--- src/rtl/hazard_pkg.sv ---
// Shared constants and match helpers for the hazard unit and its MD busy counter.
package hazard_pkg;

  localparam logic [1:0] FWD_RF = 2'b00;
  localparam logic [1:0] FWD_W  = 2'b01;
  localparam logic [1:0] FWD_M  = 2'b10;

  localparam int MULT_CYCLES_DEF = 5;
  localparam int DIV_CYCLES_DEF  = 10;

  // Register 0 is hard-wired, so a write to it never creates a dependency.
  function automatic logic hit(input logic [4:0] r, input logic [4:0] w, input logic en);
    return en && (w != 5'd0) && (w == r);
  endfunction

  function automatic logic [1:0] fwd_sel(input logic [4:0] r,
                                         input logic [4:0] wm, input logic enm,
                                         input logic [4:0] ww, input logic enw);
    if (hit(r, wm, enm))      return FWD_M;
    else if (hit(r, ww, enw)) return FWD_W;
    else                      return FWD_RF;
  endfunction

endpackage

--- src/rtl/md_busy_counter.sv ---
// Multiply/divide occupancy counter; MdBusy is high while the count is nonzero.
module md_busy_counter
  import hazard_pkg::*;
#(
  parameter int MULT_CYCLES = MULT_CYCLES_DEF,
  parameter int DIV_CYCLES  = DIV_CYCLES_DEF
) (
  input  logic clk,
  input  logic rst_n,
  input  logic start,
  input  logic is_div,
  input  logic cancel,
  output logic busy
);

  localparam int MAXC = (DIV_CYCLES > MULT_CYCLES) ? DIV_CYCLES : MULT_CYCLES;
  localparam int CW   = ($clog2(MAXC + 1) > 4) ? $clog2(MAXC + 1) : 4;

  logic [CW-1:0] cnt_q, cnt_d;

  // A new start overrides any count in progress; a cancelled start never loads.
  always_comb begin
    cnt_d = cnt_q;
    if (start && !cancel)
      cnt_d = is_div ? CW'(DIV_CYCLES) : CW'(MULT_CYCLES);
    else if (cnt_q != '0)
      cnt_d = cnt_q - CW'(1);
  end

  always_ff @(posedge clk or negedge rst_n) begin
    if (!rst_n) cnt_q <= '0;
    else        cnt_q <= cnt_d;
  end

  assign busy = (cnt_q != '0);

endmodule

--- src/rtl/hazard_unit.sv ---
// Stall, flush and forwarding control for the five-stage MIPS pipeline.
module hazard_unit
  import hazard_pkg::*;
#(
  parameter int MULT_CYCLES = MULT_CYCLES_DEF,
  parameter int DIV_CYCLES  = DIV_CYCLES_DEF
) (
  input  logic       clk,
  input  logic       reset,
  input  logic [4:0] RsD,
  input  logic [4:0] RtD,
  input  logic [4:0] RsE,
  input  logic [4:0] RtE,
  input  logic [4:0] WriteRegE,
  input  logic [4:0] WriteRegM,
  input  logic [4:0] WriteRegW,
  input  logic       RegWriteEnableE,
  input  logic       RegWriteEnableM,
  input  logic       RegWriteEnableW,
  input  logic       MemtoRegE,
  input  logic       MemtoRegM,
  input  logic       BranchD,
  input  logic       MdUseD,
  input  logic       MdStartE,
  input  logic       MdDivE,
  input  logic       ExcReqM,
  output logic       StallF,
  output logic       StallD,
  output logic       FlushD,
  output logic       FlushE,
  output logic       FlushM,
  output logic       ForwardAD,
  output logic       ForwardBD,
  output logic [1:0] ForwardAE,
  output logic [1:0] ForwardBE,
  output logic       MdBusy
);

  logic lw_stall, br_stall, md_stall, stall;

  md_busy_counter #(
    .MULT_CYCLES(MULT_CYCLES),
    .DIV_CYCLES (DIV_CYCLES)
  ) u_md (
    .clk   (clk),
    .rst_n (reset),
    .start (MdStartE),
    .is_div(MdDivE),
    .cancel(ExcReqM),
    .busy  (MdBusy)
  );

  always_comb begin
    ForwardAE = fwd_sel(RsE, WriteRegM, RegWriteEnableM, WriteRegW, RegWriteEnableW);
    ForwardBE = fwd_sel(RtE, WriteRegM, RegWriteEnableM, WriteRegW, RegWriteEnableW);
    ForwardAD = hit(RsD, WriteRegM, RegWriteEnableM);
    ForwardBD = hit(RtD, WriteRegM, RegWriteEnableM);

    lw_stall = MemtoRegE &&
               (hit(RsD, WriteRegE, RegWriteEnableE) || hit(RtD, WriteRegE, RegWriteEnableE));
    // D-stage compare cannot take an E result, nor an M result that is still a load.
    br_stall = BranchD &&
               (hit(RsD, WriteRegE, RegWriteEnableE) || hit(RtD, WriteRegE, RegWriteEnableE) ||
                (MemtoRegM && (hit(RsD, WriteRegM, RegWriteEnableM) ||
                               hit(RtD, WriteRegM, RegWriteEnableM))));
    md_stall = MdUseD && (MdBusy || MdStartE);

    stall  = (lw_stall || br_stall || md_stall) && !ExcReqM;
    StallF = stall;
    StallD = stall;
    FlushE = stall || ExcReqM;
    FlushD = ExcReqM;
    FlushM = ExcReqM;
  end

endmodule

--- config.mk ---
export PLATFORM = sky130hd
export DESIGN_NAME = hazard_unit
export DESIGN_NICKNAME = d
export VERILOG_FILES = /design/src/rtl/hazard_pkg.sv /design/src/rtl/md_busy_counter.sv /design/src/rtl/hazard_unit.sv
export SDC_FILE = /design/constraint.sdc
export NUM_CORES = 1
export LEC_CHECK = 0
export CORE_MARGIN = 2
export CORE_UTILIZATION = 38
export DETAILED_ROUTE_END_ITERATION = 8
export GPL_TIMING_DRIVEN = 0
export PLACE_DENSITY = 0.86
export SLEW_MARGIN = 15
export SYNTH_ARGS = -nofsm -noshare
export SYNTH_HDL_FRONTEND = slang
export SYNTH_SLANG_ARGS = --single-unit
--- constraint.sdc ---
create_clock -name clk -period 3.4 [get_ports clk]
set_input_delay 0.51 -clock clk [delete_from_list [all_inputs] [get_ports clk]]
set_output_delay 0.51 -clock clk [all_outputs]
set_load 0.02 [all_outputs]
==> results of run 1 <==
==> routing by layer <==
metal / vias up / GRT usage (%)
met1: 425 / 20.5
met5: - / 0
met3: 4 / 0.862
li1: 472 / -
met4: 0 / 8.77
met2: 24 / 42.1
==> logic make-up (layout without fill, tap and decap cells) <==
family                     Yosys count  after routing  share of synthesized area, %
DFF                                  4              4                          11.7
AOI/OAI and AO/OA                   13             13                          10.1
and+or+nand+nor                     32             32                          24.1
buffers and inverters               11             67                          7.30
xor gates and xnor gates            43             43                          43.9
adders and majority gates            2              2                          2.92
==> cell type report <==
type	count	area (sq um)
fill	220	724
clock buffer	3	22.5
buffer	8	51.3
inverter	3	11.3
tap	28	35.0
multi-input combinational	90	694
sequential	4	100
timing repair buffer	53	531
==> path summary, 6_finish.rpt <==
kind                                      startpoint                         to  slack (ns)  cells after the start
setup / recovery                        WriteRegE[1]                     StallF        0.27                      7
hold / removal                                 reset  u_md.cnt_q[1]$_DFFE_PN0P_        0.48                      1
setup reg to reg           u_md.cnt_q[0]$_DFFE_PN0P_  u_md.cnt_q[2]$_DFFE_PN0P_        1.88                      6
hold reg to reg            u_md.cnt_q[3]$_DFFE_PN0P_  u_md.cnt_q[3]$_DFFE_PN0P_        0.59                      2
max in group asynchronous                      reset  u_md.cnt_q[2]$_DFFE_PN0P_        2.76                      1
min in group clk           u_md.cnt_q[3]$_DFFE_PN0P_  u_md.cnt_q[3]$_DFFE_PN0P_        0.59                      2
==> power by group <==
part | total [W] | internal (W) | switching (W)
registers | 0.0000931 | 0.0000729 | 0.0000202
logic | 0.000280 | 0.000150 | 0.000129
clock network | 0.0000594 | 0.0000395 | 0.0000199
==> cell usage in the layout, fill, tap and decap left out, drive strengths merged <==
cell type	netlist	routed
nor2	4	4
o21ai	7	7
nor3	5	5
xnor2	15	15
o21a	1	1
nand2b	1	1
xor2	28	28
nor4	6	6
nor3b	1	1
a21oi	2	2
o22ai	1	1
dfrtp	4	4
nand3b	1	1
nand3	4	4
ha	2	2
clkbuf	3	6
or4	5	5
clkdlybuf4s50	0	53
nor2b	1	1
a22oi	1	1
nand2	4	4
inv	3	3
o221ai	1	1
buf	5	5
==> worst max-delay path, delay by kind of cell <==
family	cells	cell delay (ns)
AO/OA/AOI/OAI	3	0.41
buffers and inverters	3	1.13
AND/OR/NAND/NOR	1	0.56
==> through the flow <==
stage | cells | power (W) | setup slack (ns) | utilization, %
after detailed placement | 186 | 0.000374 | 0.262 | 65.6
final | 189 | 0.000432 | 0.270 | 66.6
after global routing | 189 | 0.000470 | 0.0992 | 66.6
after global placement | 186 | 0.000359 | 0.296 | 65.6
after floorplan | 105 | 0.000258 | 0.879 | -
after CTS | 189 | 0.000437 | 0.261 | 66.6
==> results.cfg, run 1 <==
[route]
first_iter_violations = 6
wirelength_met1_um = 884
met2_wirelength_mm = 1.49
vias = 925
drcViolationCount = 0
met3_wirelength_um = 70
drt-total-wl_mm = 2.48
ant_nets = 0
detail_route.first_pass.iterations = 4
route.detailed.vias_per_inst = 4.89
route.top_layer_used = met4
avgRoutedWirePerCell_um = 13.1

[worst_setup_path]
worstPathCellList = clkdlybuf4s50_1, or4_1, o221ai_1, o21a_1, a21oi_1, buf_4, clkdlybuf4s50_1
worst_setup_path_start_kind = input port
maximum_single_stage_delay_on_the_critical_path_ns = 0.56
crit_path_end_kind = primary output
arrival_worst_endpoint_ns = 2.62
critical-path-top-cell-by-count = sky130_fd_sc_hd__clkdlybuf4s50_1
timing.setup.critical_path_class = in -> out
crit_fanout = 3
worst-endpoint-required_ns = 2.89
timing.critical_path.slowest_stage_cell = sky130_fd_sc_hd__or4_1

[power_and_ir_drop]
power.density_cell_area_mw_per_mm2 = 299
p_leak_nw = 0.537
ir_drop_uv = 206

[yosys]
synth-seq-area-share_pct = 11.7
synthesis.instances = 105
unique_cell_type_count_in_the_yosys_netlist = 29
synth_enable_flop_cells = 0
synth_top_area_cell = sky130_fd_sc_hd__xor2_1
yosys_warnings = 0
synth_most_common_cell = sky130_fd_sc_hd__xor2_1
synth.top_cell.area_share_pct = 28.6
synth_area_leaders = sky130_fd_sc_hd__xor2_1 29%, sky130_fd_sc_hd__xnor2_1 15%, sky130_fd_sc_hd__dfrtp_1 12%, sky130_fd_sc_hd__nor4_2 5.8%, sky130_fd_sc_hd__o21ai_0 3.5%
syn-mean-instance-area_sq_um = 8.16
synthesis.nets = 154
synthesized_cell_area_sq_um = 857
asyncSetResetFlopFracSynth_pct = 100
synth-seq-cells = 4
synth_common_cells = 28 x sky130_fd_sc_hd__xor2_1, 15 x sky130_fd_sc_hd__xnor2_1, 6 x sky130_fd_sc_hd__o21ai_0
dominantRegCellSynth = sky130_fd_sc_hd__dfrtp_1

[placement]
dpl-instance-area_sq_mm = 0.00142
port_buffers = 53
hpwl_detailed_mm = 2.21
gp_congestion = 0.778

[sta]
finalSetupTns_ns = 0
maxClockFrequency_mhz = 319
worst_hold_slack_ns = 0.476
grt_setup_unrepaired = no
report.final.slew_viol_count = 0
tightestPinTransition_ns = 0.492
period_share_pct = 92.1
finalClockSkew_ns = 0.00101
hold_viol_final = 0
slew-limit-headroom_pct = 67.1
setup_viol_count_final = 0
period_minus_slack_ns = 3.13

[floorplanning]
floorplan.core_area_sq_mm = 0.00217
rows = 17
die_area_sq_mm = 0.00265
ioPinCount = 59
initial_util_pct = 39.5
floorplan.die.height_um = 51.5
die-width_um = 51.5

[clocking]
maximum_clock_insertion_buffer_count = 2
worstSkewPairLatency_ns = 0.23
clock_tree.htree_level_count = 1
clkSlewWorstSetupHoldPaths_ns = 0.04
postCtsSetupRepairBufs = 0
number_of_buffers_inserted_during_clock_tree_synthesis = 3
clock_sink_count = 4
hold_buffers = 0
clock_tree.root_cell = sky130_fd_sc_hd__clkbuf_4
ctsResizeCount = 0
cts_tree = yes

[run_status]
result_of_the_run = completed

[layout]
max_flop_register = u_md.cnt_q
layout.cell_area.non_filler_sq_mm = 0.00145
num-nets-final = 212
layout-area-overhead-vs-synth_pct = 68.6
layout_top_registers = u_md.cnt_q: 4 flops
drive_above_1_share_pct = 9.32
diodes = 0
largest_register_ffs = 4

[grt]
antenna_found_initial = 0
grt_first_pass_wirelength_mm = 4.04
global_route.overflow_total = 0
grtUsageTotal_pct = 20.3
first_global_vias = 962
grt_max_degree = 7

[min_path]
min-delay-path-class = in -> async

[run]
drv_cap = 0
No activity file was read; power rests on OpenSTA's default activity.
==> run 2, diff against run 1 <==
--- a/config.mk
+++ b/config.mk
@@ -6,11 +6,13 @@
 export NUM_CORES = 1
 export LEC_CHECK = 0
 export CORE_MARGIN = 2
-export CORE_UTILIZATION = 38
+export CORE_UTILIZATION = 39
 export DETAILED_ROUTE_END_ITERATION = 8
 export GPL_TIMING_DRIVEN = 0
 export PLACE_DENSITY = 0.86
+export REMOVE_ABC_BUFFERS = 1
 export SLEW_MARGIN = 15
 export SYNTH_ARGS = -nofsm -noshare
 export SYNTH_HDL_FRONTEND = slang
+export SYNTH_HIERARCHICAL = 1
 export SYNTH_SLANG_ARGS = --single-unit
==> run 2 against run 1 <==
Net effect:
- sequential share of layout area down 0.28 points
- flip-flop and latch count unchanged
- cell area grew 4.2%
- worst setup slack lost 0.10 ns
- clock power fell by 3.7%
- worst hold slack better by 0.012 ns
- sequential power up 7.3%
- combinational power is essentially flat
- count of clock-buffer cells in the layout unchanged
- fmax is 3.1% lower
- synthesized area is 6.3% higher
- critical path depth stayed put
- largest cell class unchanged
==> results.cfg, run 2 <==
[worst_setup_path]
maximum_single_stage_delay_on_the_critical_path_ns = 0.56
arrival_worst_endpoint_ns = 2.72
critical_path.top_delay_family = buffers and inverters
crit_path_end_kind = primary output
critical-path-top-cell-by-count = sky130_fd_sc_hd__clkdlybuf4s50_1
worst-endpoint-required_ns = 2.89
timing.critical_path.slowest_stage_cell = sky130_fd_sc_hd__clkdlybuf4s50_1
cp.buffers_inverters = 3
crit_fanout = 5
timing.setup.critical_path_class = in -> out
worstPathCellList = clkdlybuf4s50_1, or4_4, o21ai_4, inv_1, o211ai_1, a31oi_1, clkdlybuf4s50_1
worst_setup_path_start_kind = input port

[yosys]
synth-seq-area-share_pct = 11.0
synth-seq-cells = 4
synthesis.instances = 108
yosys_warnings = 6
synth_area_leaders = sky130_fd_sc_hd__xnor2_1 22%, sky130_fd_sc_hd__xor2_1 18%, sky130_fd_sc_hd__dfrtp_1 11%, sky130_fd_sc_hd__nor4_2 5.5%, sky130_fd_sc_hd__nand3_1 3.3%
synth_most_common_cell = sky130_fd_sc_hd__xnor2_1
unique_cell_type_count_in_the_yosys_netlist = 36
synth_common_cells = 23 x sky130_fd_sc_hd__xnor2_1, 19 x sky130_fd_sc_hd__xor2_1, 6 x sky130_fd_sc_hd__nand3_1
dominantRegCellSynth = sky130_fd_sc_hd__dfrtp_1
syn-mean-instance-area_sq_um = 8.43
synth.top_cell.area_share_pct = 22.1
synthesized_cell_area_sq_um = 911
asyncSetResetFlopFracSynth_pct = 100
synth_enable_flop_cells = 0
synth_top_area_cell = sky130_fd_sc_hd__xnor2_1

[power_and_ir_drop]
ir_drop_uv = 269
total_power_w = 0.000438
p_leak_nw = 0.593
internal_power_w = 0.000269
p_comb_share_pct = 64.1
power_frac_clock_pct = 13.1
power.density_cell_area_mw_per_mm2 = 291
net_switching_power_w = 0.000169
power.share.switching_pct = 38.5
power.sequential.fraction_pct = 22.8

[route]
avgRoutedWirePerCell_um = 14.6
detail_route.first_pass.iterations = 4
drt-total-wl_mm = 2.77
drcViolationCount = 0
route.detailed.vias_per_inst = 5.24
first_iter_violations = 10
ant_nets = 0
vias = 991

[floorplanning]
floorplan.core_area_sq_mm = 0.00221
die-width_um = 52.3
floorplan.die.height_um = 52.3
initial_util_pct = 41.2
ioPinCount = 59
die_area_sq_mm = 0.00274
rows = 17

[placement]
port_buffers = 58
gp_congestion = 0.801
dp_cells = 186
hpwl_detailed_mm = 2.39

[layout]
max_flop_register = u_md/cnt_q
utilization_pct = 68.0
layout_top_registers = u_md/cnt_q: 4 flops
fillers = 195
most-common-layout-cells = 52 x sky130_fd_sc_hd__clkdlybuf4s50_1, 23 x sky130_fd_sc_hd__xnor2_1, 19 x sky130_fd_sc_hd__xor2_1
layout-area-overhead-vs-synth_pct = 65.2
diodes = 0
largest_register_ffs = 4
layout.cells.most_common = sky130_fd_sc_hd__clkdlybuf4s50_1
num-nets-final = 212
finish.cell_count_without_fillers = 189
drive_above_1_share_pct = 8.07

[grt]
grtUsageTotal_pct = 20.8
global_route.overflow_total = 0
grt_max_degree = 7
first_global_vias = 1087
antenna_found_initial = 0
grt_first_pass_wirelength_mm = 4.35

[clocking]
clock_tree.htree_level_count = 1
maximum_clock_insertion_buffer_count = 2
clock_sink_count = 4
clkSlewWorstSetupHoldPaths_ns = 0.04
number_of_buffers_inserted_during_clock_tree_synthesis = 3
worstSkewPairLatency_ns = 0.23
postCtsSetupRepairBufs = 0
clock_tree.root_cell = sky130_fd_sc_hd__clkbuf_4
cts_tree = yes

[sta]
period_share_pct = 95.0
hold_viol_final = 0
report.final.slew_viol_count = 0
grt_setup_unrepaired = no
slew-limit-headroom_pct = 76.1
tightestPinTransition_ns = 0.359
maxClockFrequency_mhz = 310
setup_viol_count_final = 0
finalClockSkew_ns = 0.00526
finalSetupTns_ns = 0
period_minus_slack_ns = 3.23

[min_path]
min-delay-path-class = in -> async

[run]
drv_cap = 0

[run_status]
result_of_the_run = completed
## run 2: cell count changes in the layout (fill, tap and decap cells not counted), sizes merged, moves of 3 or more
cell / change
xor2: -9
buf: -5
xnor2: +8
o21ai: -4
dlymetal6s2s: +4
clkbuf: -3
## run 2: final cells by class
| type | count | area [sq um] | area share (%) |
|---|---|---|---|
| multi-input cells | 92 | 744 | 49.5 |
| repair buffers | 58 | 588 | 39.1 |
| flip-flops and latches | 4 | 100 | 6.65 |
| well taps | 28 | 35.0 | 2.33 |
| clock buffers | 3 | 22.5 | 1.50 |
| inverters | 4 | 15.0 | 0.998 |
## run 2: logic make-up after synthesis
logic type	share of synthesized area, %
adder cells (fa/ha/maj)	2.75
AND/OR/NAND/NOR	23.5
AO/OA/AOI/OAI	14.0
multiplexers	1.10
buffers and inverters	7.28
flip-flops	11.0
XOR/XNOR	40.4
## run 2: repair_timing
action / 4_1_cts / 5_1_grt
endpoints found under the hold margin: 0 / 0
hold buffers: 0 / 0
gates resized for setup: 2 / 4
endpoints found under the setup margin: 2 / 3
## run 2: stage by stage
step | setup slack, ns | cell area, sq um | hold WS [ns]
2_1_floorplan | 0.607 | 860 | 0.214
3_3_place_gp | -0.0567 | 1480 | 0.618
3_5_place_dp | -0.0644 | 1480 | 0.638
4_1_cts | 0.0201 | 1500 | 0.484
5_1_grt | 0.0689 | 1510 | 0.495
6_report | 0.169 | 1510 | 0.488
## run 2: path summary, 6_finish.rpt
kind	startpoint	to	depth (start not counted)	slack (ns)
max	WriteRegM[2]	FlushE	7	0.17
min	reset	u_md/cnt_q[3]$_DFFE_PN0P_	1	0.49
max reg2reg	u_md/cnt_q[0]$_DFFE_PN0P_	u_md/cnt_q[1]$_DFFE_PN0P_	5	2.01
min reg2reg	u_md/cnt_q[0]$_DFFE_PN0P_	u_md/cnt_q[0]$_DFFE_PN0P_	2	0.65
max in group asynchronous	reset	u_md/cnt_q[0]$_DFFE_PN0P_	1	2.73
min in group clk	u_md/cnt_q[0]$_DFFE_PN0P_	u_md/cnt_q[0]$_DFFE_PN0P_	2	0.65
## run 2: power by group through the flow
stage / clock network [W] / registers [W] / logic (W)
after floorplan: 0 / 0.0000942 / 0.000164
after global placement: 0 / 0.0000965 / 0.000270
after detailed placement: 0 / 0.0000981 / 0.000281
after CTS: 0.0000611 / 0.0000989 / 0.000283
after global routing: 0.0000645 / 0.000101 / 0.000302
final: 0.0000572 / 0.0000999 / 0.000280
## run 2: metal layers
| metal | track usage, % | vias up | routed length (um) |
|---|---|---|---|
| met2 | 45.6 | 50 | 1530 |
| met3 | 3.71 | 4 | 247 |
| met5 | 0 | - | 0 |
| met1 | 18.7 | 452 | 939 |
| met4 | 4.27 | 0 | 48 |
| li1 | - | 485 | - |
## run 2: worst reg2reg max path, cell delays in order, from the launching register on
cell and delay [ns]:
sky130_fd_sc_hd__dfrtp_1 0.39, sky130_fd_sc_hd__inv_1 0.09, sky130_fd_sc_hd__ha_1 0.17, sky130_fd_sc_hd__nor3b_4 0.24
sky130_fd_sc_hd__inv_1 0.13, sky130_fd_sc_hd__a311oi_2 0.26
==> run 3, diff against run 2 <==
--- a/config.mk
+++ b/config.mk
@@ -9,7 +9,7 @@
 export CORE_UTILIZATION = 39
 export DETAILED_ROUTE_END_ITERATION = 8
 export GPL_TIMING_DRIVEN = 0
-export PLACE_DENSITY = 0.86
+export PLACE_DENSITY_LB_ADDON = 0.3
 export REMOVE_ABC_BUFFERS = 1
 export SLEW_MARGIN = 15
 export SYNTH_ARGS = -nofsm -noshare
==> constraint.sdc (replaced) <==
create_clock -name clk -period 3.4 [get_ports clk]
set_input_delay 0.51 -clock clk [delete_from_list [all_inputs] [get_ports clk]]
set_output_delay 0.51 -clock clk [all_outputs]
set_load 0.1 [all_outputs]
==> run 3 against run 2 <==
Net effect:
- global-route usage fell by 1.1 points
- die area did not move
- final cell count did not move
- clock skew fell by 0.0011 ns
- via count fell by 5.2%
- total power rose by 12%
- largest cell class unchanged
- cell area fell by 2.2%
- fmax fell by 2.2%
- sequential power fell by 0.8%
- flip-flop and latch count did not move
- combinational power rose by 17%
==> results.cfg, run 3 (same netlist as run 2, synthesis figures left out) <==
[run_status]
result_of_the_run = completed

[sta]
period_minus_slack_ns = 3.30
setup_viol_count_final = 0
slew-limit-headroom_pct = 35.5
timing.final.ws_setup_ns = 0.0979
tightestPinTransition_ns = 0.964
period_share_pct = 97.1
worst_hold_slack_ns = 0.466
finalClockSkew_ns = 0.00414
report.final.slew_viol_count = 0
hold_viol_final = 0
maxClockFrequency_mhz = 303
grt_setup_unrepaired = no

[power_and_ir_drop]
power.density_cell_area_mw_per_mm2 = 334
total_power_w = 0.000492
p_leak_nw = 0.558
ir_drop_uv = 320

[layout]
num-nets-final = 212
drive_above_1_share_pct = 11.2
largest_register_ffs = 4
diodes = 0
most-common-layout-cells = 49 x sky130_fd_sc_hd__clkdlybuf4s50_1, 23 x sky130_fd_sc_hd__xnor2_1, 19 x sky130_fd_sc_hd__xor2_1
fillers = 200
layout-area-overhead-vs-synth_pct = 61.7
layout.cells.most_common = sky130_fd_sc_hd__clkdlybuf4s50_1
utilization_pct = 66.6
layout_top_registers = u_md/cnt_q: 4 flops
finish.cell_count_without_fillers = 189
max_flop_register = u_md/cnt_q

[floorplanning]
die-width_um = 52.3
floorplan.core_area_sq_mm = 0.00221
initial_util_pct = 41.2
ioPinCount = 59
rows = 17
floorplan.die.height_um = 52.3
die_area_sq_mm = 0.00274

[clocking]
clock_tree.htree_level_count = 1
clkSlewWorstSetupHoldPaths_ns = 0.04
cts_tree = yes
clock_sink_count = 4
maximum_clock_insertion_buffer_count = 2
number_of_buffers_inserted_during_clock_tree_synthesis = 3
postCtsSetupRepairBufs = 0
worstSkewPairLatency_ns = 0.25
clock_tree.root_cell = sky130_fd_sc_hd__clkbuf_4

[worst_setup_path]
critical-path-top-cell-by-count = sky130_fd_sc_hd__nor4_2
timing.critical_path.slowest_stage_cell = sky130_fd_sc_hd__or4_4
worst_setup_path_start_kind = input port
crit_fanout = 5
maximum_single_stage_delay_on_the_critical_path_ns = 0.59
worstPathCellList = clkdlybuf4s50_1, or4_4, o21ai_4, nor4_2, nor4_2, clkdlybuf4s18_2
arrival_worst_endpoint_ns = 2.79
timing.setup.critical_path_class = in -> out
crit_path_end_kind = primary output
worst-endpoint-required_ns = 2.89

[grt]
grtUsageTotal_pct = 19.7
met3_usage_pct = 2.86
first_global_vias = 1005
gr-usage-met2_pct = 40.6
groute.layer.met1.usage_pct = 20.1
top_usage_layer_grt = met2
grt_first_pass_wirelength_mm = 4.08
global_route.overflow_total = 0
antenna_found_initial = 0
grt_max_degree = 7

[placement]
pre_cts_ws_ns = -0.524
gp_congestion = 0.880
dp_cells = 186
hpwl_detailed_mm = 2.16
port_buffers = 58

[route]
route.detailed.vias_per_inst = 4.97
detail_route.first_pass.iterations = 3
drcViolationCount = 0
drt-total-wl_mm = 2.49
ant_nets = 0
vias = 939
avgRoutedWirePerCell_um = 13.2
first_iter_violations = 10

[min_path]
min-delay-path-class = in -> async

[run]
drv_cap = 0
-- run 3: where the power goes --
group,internal [W],switching (W)
Sequential,0.0000727,0.0000264
Combinational,0.000153,0.000175
Clock,0.0000398,0.0000245
-- run 3: path summary, 6_finish.rpt --
check	slack, ns	cells past startpoint	from	end
worst max-delay path	0.1	6	WriteRegM[4]	ForwardBE[0]
worst min-delay path	0.47	1	reset	u_md/cnt_q[1]$_DFFE_PN0P_
worst max register to register	2.02	5	u_md/cnt_q[0]$_DFFE_PN0P_	u_md/cnt_q[1]$_DFFE_PN0P_
worst min register to register	0.64	2	u_md/cnt_q[0]$_DFFE_PN0P_	u_md/cnt_q[0]$_DFFE_PN0P_
max in group asynchronous	2.76	1	reset	u_md/cnt_q[2]$_DFFE_PN0P_
min in group clk	0.64	2	u_md/cnt_q[0]$_DFFE_PN0P_	u_md/cnt_q[0]$_DFFE_PN0P_
-- run 3: timing repair --
action / CTS / global route
hold buffers: 0 / 0
gates resized for setup: 19 / 10
setup endpoints to repair: 9 / 5
-- run 3: stage by stage --
step / setup TNS [ns] / instance area, sq um
final: 0 / 1470
after global routing: 0 / 1470
after CTS: -0.203 / 1500
after detailed placement: -2.55 / 1480
after global placement: -2.34 / 1480
after floorplan: -9.79 / 860
-- run 3: worst max-delay path: cells and delay by family --
family | cells | cell delay, ns
AO/OA/AOI/OAI | 1 | 0.21
buffers and inverters | 2 | 1.12
AND/OR/NAND/NOR | 3 | 0.94
-- run 3: layout make-up --
cell class / count / area, sq um / area share (%)
inverter: 4 / 15.0 / 1.02
timing repair buffer: 58 / 556 / 37.7
clock buffer: 3 / 22.5 / 1.53
tap: 28 / 35.0 / 2.38
sequential: 4 / 100 / 6.80
multi-input combinational: 92 / 744 / 50.6
-- run 3: layer usage --
metal | vias up | part of all wire (%)
met2 | 36 | 55
li1 | 486 | -
met3 | 3 | 5.6
met4 | 0 | 0.84
met1 | 414 | 39
met5 | - | 0
